[config.mk]
export PLATFORM = sky130hd
export DESIGN_NAME = lcd_char_buffer
export DESIGN_NICKNAME = d
export VERILOG_FILES = /design/src/rtl/lcd_char_buffer.sv
export SDC_FILE = /design/constraint.sdc
export NUM_CORES = 1
export LEC_CHECK = 0
export CAP_MARGIN = 30
export CORE_UTILIZATION = 40
export DETAILED_ROUTE_END_ITERATION = 6
export RECOVER_POWER = 50
export SLEW_MARGIN = 20
export SYNTH_ARGS = -nofsm -noshare
export SYNTH_HDL_FRONTEND = slang
export SYNTH_SLANG_ARGS = --single-unit
[constraint.sdc]
create_clock -name clk -period 5.6 [get_ports clk]
set_clock_uncertainty 0.05 [all_clocks]
set_input_delay 1.68 -clock clk [delete_from_list [all_inputs] [get_ports clk]]
set_output_delay 1.68 -clock clk [all_outputs]
set_load 0.01 [all_outputs]
[src/rtl/lcd_char_buffer.sv]
// 2x16 ASCII screen buffer that streams a full refresh frame (command/data bytes) to the LCD writer.
// Optional macro LCD_CHAR_BUFFER_INIT_EN prepends a four-byte LCD init sequence to the first frame after reset.
module lcd_char_buffer #(
    parameter logic [7:0] BLANK     = 8'h20,
    parameter logic [7:0] LINE1_CMD = 8'h80,
    parameter logic [7:0] LINE2_CMD = 8'hC0
) (
    input  logic       clk,
    input  logic       rst_n,
    input  logic       wr_en,
    input  logic [4:0] wr_addr,
    input  logic [7:0] wr_data,
    input  logic       clr,
    output logic       out_valid,
    input  logic       out_ready,
    output logic       out_rs,
    output logic [7:0] out_byte,
    output logic       frame_busy,
    output logic       dirty
);

    typedef enum logic [2:0] {
        S_IDLE,
        S_CMD1,
        S_LINE1,
        S_CMD2,
        S_LINE2
`ifdef LCD_CHAR_BUFFER_INIT_EN
        , S_INIT
`endif
    } state_t;

    state_t     r_state;
    logic [7:0] r_mem [32];
    logic [3:0] r_col;
    logic       r_out_valid;
    logic       r_out_rs;
    logic [7:0] r_out_byte;
    logic       r_frame_busy;
    logic       r_dirty;

    logic       w_xfer;
    logic       w_touch;
    logic [3:0] w_col_nxt;

    assign w_xfer     = r_out_valid & out_ready;
    assign w_touch    = wr_en | clr;
    assign w_col_nxt  = r_col + 4'd1;

    assign out_valid  = r_out_valid;
    assign out_rs     = r_out_rs;
    assign out_byte   = r_out_byte;
    assign frame_busy = r_frame_busy;
    assign dirty      = r_dirty;

`ifdef LCD_CHAR_BUFFER_INIT_EN
    logic       r_init_done;
    logic [1:0] r_init_idx;

    function automatic logic [7:0] f_init_byte(input logic [1:0] idx);
        case (idx)
            2'd0:    return 8'h28;
            2'd1:    return 8'h06;
            2'd2:    return 8'h0C;
            default: return 8'h01;
        endcase
    endfunction
`endif

    // A later NBA to the written address overrides the clear loop, so clr+wr_en keeps wr_data.
    always_ff @(posedge clk) begin
        if (!rst_n) begin
            for (int unsigned i = 0; i < 32; i++) r_mem[i] <= BLANK;
        end else begin
            if (clr) begin
                for (int unsigned i = 0; i < 32; i++) r_mem[i] <= BLANK;
            end
            if (wr_en) r_mem[wr_addr] <= wr_data;
        end
    end

    always_ff @(posedge clk) begin
        if (!rst_n) begin
            r_state      <= S_IDLE;
            r_col        <= '0;
            r_out_valid  <= 1'b0;
            r_out_rs     <= 1'b0;
            r_out_byte   <= '0;
            r_frame_busy <= 1'b0;
            r_dirty      <= 1'b1;
`ifdef LCD_CHAR_BUFFER_INIT_EN
            r_init_done  <= 1'b0;
            r_init_idx   <= '0;
`endif
        end else begin
            case (r_state)
                S_IDLE: begin
                    if (r_dirty) begin
                        r_dirty      <= 1'b0;
                        r_out_valid  <= 1'b1;
                        r_frame_busy <= 1'b1;
                        r_out_rs     <= 1'b0;
`ifdef LCD_CHAR_BUFFER_INIT_EN
                        if (!r_init_done) begin
                            r_state    <= S_INIT;
                            r_init_idx <= '0;
                            r_out_byte <= f_init_byte(2'd0);
                        end else begin
                            r_state    <= S_CMD1;
                            r_out_byte <= LINE1_CMD;
                        end
`else
                        r_state    <= S_CMD1;
                        r_out_byte <= LINE1_CMD;
`endif
                    end
                end
`ifdef LCD_CHAR_BUFFER_INIT_EN
                S_INIT: begin
                    if (w_xfer) begin
                        if (r_init_idx == 2'd3) begin
                            r_state     <= S_CMD1;
                            r_init_done <= 1'b1;
                            r_out_byte  <= LINE1_CMD;
                        end else begin
                            r_init_idx <= r_init_idx + 2'd1;
                            r_out_byte <= f_init_byte(r_init_idx + 2'd1);
                        end
                    end
                end
`endif
                S_CMD1: begin
                    if (w_xfer) begin
                        r_state    <= S_LINE1;
                        r_col      <= '0;
                        r_out_rs   <= 1'b1;
                        r_out_byte <= r_mem[5'd0];
                    end
                end
                S_LINE1: begin
                    if (w_xfer) begin
                        if (r_col == 4'd15) begin
                            r_state    <= S_CMD2;
                            r_col      <= '0;
                            r_out_rs   <= 1'b0;
                            r_out_byte <= LINE2_CMD;
                        end else begin
                            r_col      <= w_col_nxt;
                            r_out_byte <= r_mem[{1'b0, w_col_nxt}];
                        end
                    end
                end
                S_CMD2: begin
                    if (w_xfer) begin
                        r_state    <= S_LINE2;
                        r_col      <= '0;
                        r_out_rs   <= 1'b1;
                        r_out_byte <= r_mem[5'd16];
                    end
                end
                S_LINE2: begin
                    if (w_xfer) begin
                        if (r_col == 4'd15) begin
                            r_state      <= S_IDLE;
                            r_col        <= '0;
                            r_out_valid  <= 1'b0;
                            r_frame_busy <= 1'b0;
                        end else begin
                            r_col      <= w_col_nxt;
                            r_out_byte <= r_mem[{1'b1, w_col_nxt}];
                        end
                    end
                end
                default: begin
                    r_state      <= S_IDLE;
                    r_out_valid  <= 1'b0;
                    r_frame_busy <= 1'b0;
                end
            endcase
            // A write or clear in the frame-start cycle keeps dirty set.
            if (w_touch) r_dirty <= 1'b1;
        end
    end

endmodule

==> summary.txt <==
DRT antenna net count: 0
status: finished, final reports clean
gr usage total: 19.4%
Gates resized, CTS repair: 0
PortBufs: 29
peak supply drop: 0.250 mV
critical path capture point type: register
final worst slack: 1.54 ns
chip height: 183 um
Core Rows: 66
Max stage delay on crit path: 0.94 ns
core area: 32500 um2
Reg clk slew, reported paths: 0.06 ns
Synth Flop Type: edfxtp_1
Syn-to-layout area delta: 12.8%
Hold Path Class: reg2reg
full die area: 33600 um2
1st-iter DRT viols: 532
Bufs on Longest Clock Path: 3
WP data arrival: 4.32 ns
R2R setup slack: 2.49 ns
YS warnings: 0
CTS root buf: clkbuf_16
routed wire length: 32000 um
DP HPWL: 20900 um
Initial Utilization: 40.6%
Crit path required time: 5.86 ns
first-pass GRT wire length: 47700 um
Max Fclk: 0.246 GHz
RSZ-0062 raised after global routing: false
final setup TNS: 0 ns
RR Endpoint: out_byte[0]
# IOs: 30
Pleak: 5.01 nW
FF-to-FF path depth: 7
critical path fanouts, max: 24
leading cell types in the layout, fill and taps excluded: 256 x edfxtp_1, 161 x and2_1, 64 x and2_0
final worst path period need: 4.06 ns
Buf+Inv Stages, Crit Path: 3
Die X: 183 um
number of remaining DRC errors: 0
Worst-Margin Slew: 1.29 ns
beginning of the worst register-to-register path: r_col[2]
pwr dens: 332 nW/um2
relative slew slack: 14.0%
vias in the first global route: 7527
total grt overflow: 0
Clock Latency Late Sink: 0.55 ns
largest net degree at the start of global routing: 52
Filler Cells Inserted: 2848
syn nets: 959
mapped cell area: 13200 um2
CTS Hold Bufs: 0
Post-synth EDFFs: 256
Crit path max-delay family: buffers and inverters
hold path start: out_rs
DR WL/cell: 22.2 um
commonest non-fill, non-tap cell in the layout: edfxtp_1
worst hold path cell count: 2
Worst Hold Endpoint: out_rs
Setup-failing EPs final: 0
H-tree levels: 1
Max-cap violations: 0
share of post-route cells with drive strength above 1: 13.8%
CTS tree: done
pre-CTS setup slack: 1.19 ns
Seq/Total Area, Yosys: 61.1%
CP cell instances: dlygate4sd3_1 -> nand4_1 -> clkbuf_1 -> o21ai_0 -> buf_2
DR vias: 7713
#FFs+latches synth: 274
initial antenna violation count: 7
Via density: 5.35
Final GP Congestion: 0.816
Setup Fix Bufs, Post-CTS: 0
final hold vios: 0
CTS Sinks: 274
Setup crit start kind: input pin
max-slew violations: 0
total iterations of the first detailed-routing run: 5
Critical-path top delay cell: clkbuf_1
syn_area_per_cell: 14.0 um2
async set or reset register ratio after synthesis: 0%
kind of critical path: in2reg
Final Cycle Share: 72.6%
synthesized instance count: 940
Inserted Clock Buffers: 30
Netlist cell types: 56
post-layout net count: 992
-- Yosys cell counts (2+ instances only) --
cell,instances,area (um2)
nor4_1,3,18.8
edfxtp_1,256,7690
a31oi_1,3,18.8
nor2b_1,3,18.8
nand3_1,7,35.0
a21oi_1,16,80.1
mux4_2,53,1190
nand3b_1,4,30.0
o21ai_0,44,220
and2_1,225,1410
mux4_1,8,210
clkbuf_1,47,176
nand2_1,28,105
nand2b_1,2,12.5
buf_6,8,90.1
nor3_1,10,50.1
or3_1,35,219
buf_2,10,50.1
o221ai_1,3,26.3
mux2_2,2,22.5
a2111o_1,2,22.5
mux2i_1,49,490
buf_4,8,60.1
nor2_1,58,218
nand4_1,3,18.8
o22ai_1,2,12.5
o22a_1,4,35.0
dfxtp_1,18,360
inv_1,2,7.51
-- cell families (layout without fill, tap and decap cells) --
kind of cell,after synthesis,after routing,share of synthesized area (%)
flops,274,274,61.1
other cells,0,4,0
buf+inv,76,131,2.95
xor+xnor,4,4,0.523
simple gates,383,383,16.5
fa+ha+maj,1,1,0.0950
compound gates,90,90,4.27
mux,112,112,14.6
-- cell type report --
cell class / count / area [um2] / area share, %
Tap cell: 442 / 553 / 3.72
Clock buffer: 37 / 798 / 5.37
Sequential cell: 274 / 8050 / 54.2
Multi-Input combinational cell: 590 / 4740 / 31.9
Antenna cell: 4 / 10.0 / 0.0674
Clock inverter: 17 / 124 / 0.834
Inverter: 2 / 7.51 / 0.0505
Timing Repair Buffer: 75 / 574 / 3.87
-- power breakdown --
part | switching [mW] | internal [mW]
clock | 0.773 | 1.09
combinational | 0.354 | 0.247
sequential | 0.0943 | 2.37
-- worst min-delay path: cells and delay by family, from the launching register on --
kind / cells / cell delay [ns]
AO/OA/AOI/OAI: 2 / 0.14
flip-flops: 1 / 0.30
-- worst max path at each step --
stage | start | end | slack [ns] | cells past startpoint
after floorplan | wr_addr[0] | r_mem[12][0] | 2.16 | 4
after global placement | rst_n | r_mem[13][7] | 1.19 | 6
after detailed placement | rst_n | r_mem[0][6] | 1.19 | 4
after CTS | rst_n | r_mem[24][0] | 1.76 | 4
after global routing | rst_n | r_mem[15][7] | 1.44 | 5
final | rst_n | r_mem[15][7] | 1.54 | 5
-- flip-flops by register name, summed over array words and instances (netlist names) --
signal,cells
r_mem,256
out_byte,8
r_col,4
r_state,3
dirty,1
frame_busy,1
out_rs,1
-- layer usage --
metal / share of wire (%) / GRT usage (%)
met2: 48 / 31.4
met1: 45 / 26.2
met4: 2.1 / 5.80
met3: 5.1 / 3.92
met5: 0.059 / 0
-- metrics by stage --
step | utilization, % | total power [mW] | hold WS (ns) | instances | instance area, um2
after floorplan | - | 2.88 | 0.448 | 940 | 13200
after global routing | 45.8 | 5.10 | 0.504 | 1437 | 14800
after global placement | 42.7 | 3.12 | 0.415 | 1366 | 13900
after detailed placement | 43.0 | 3.13 | 0.429 | 1376 | 13900
final | 45.8 | 4.93 | 0.432 | 1441 | 14900
after CTS | 45.8 | 4.99 | 0.437 | 1430 | 14900
Power figures use the tool's default switching activity.
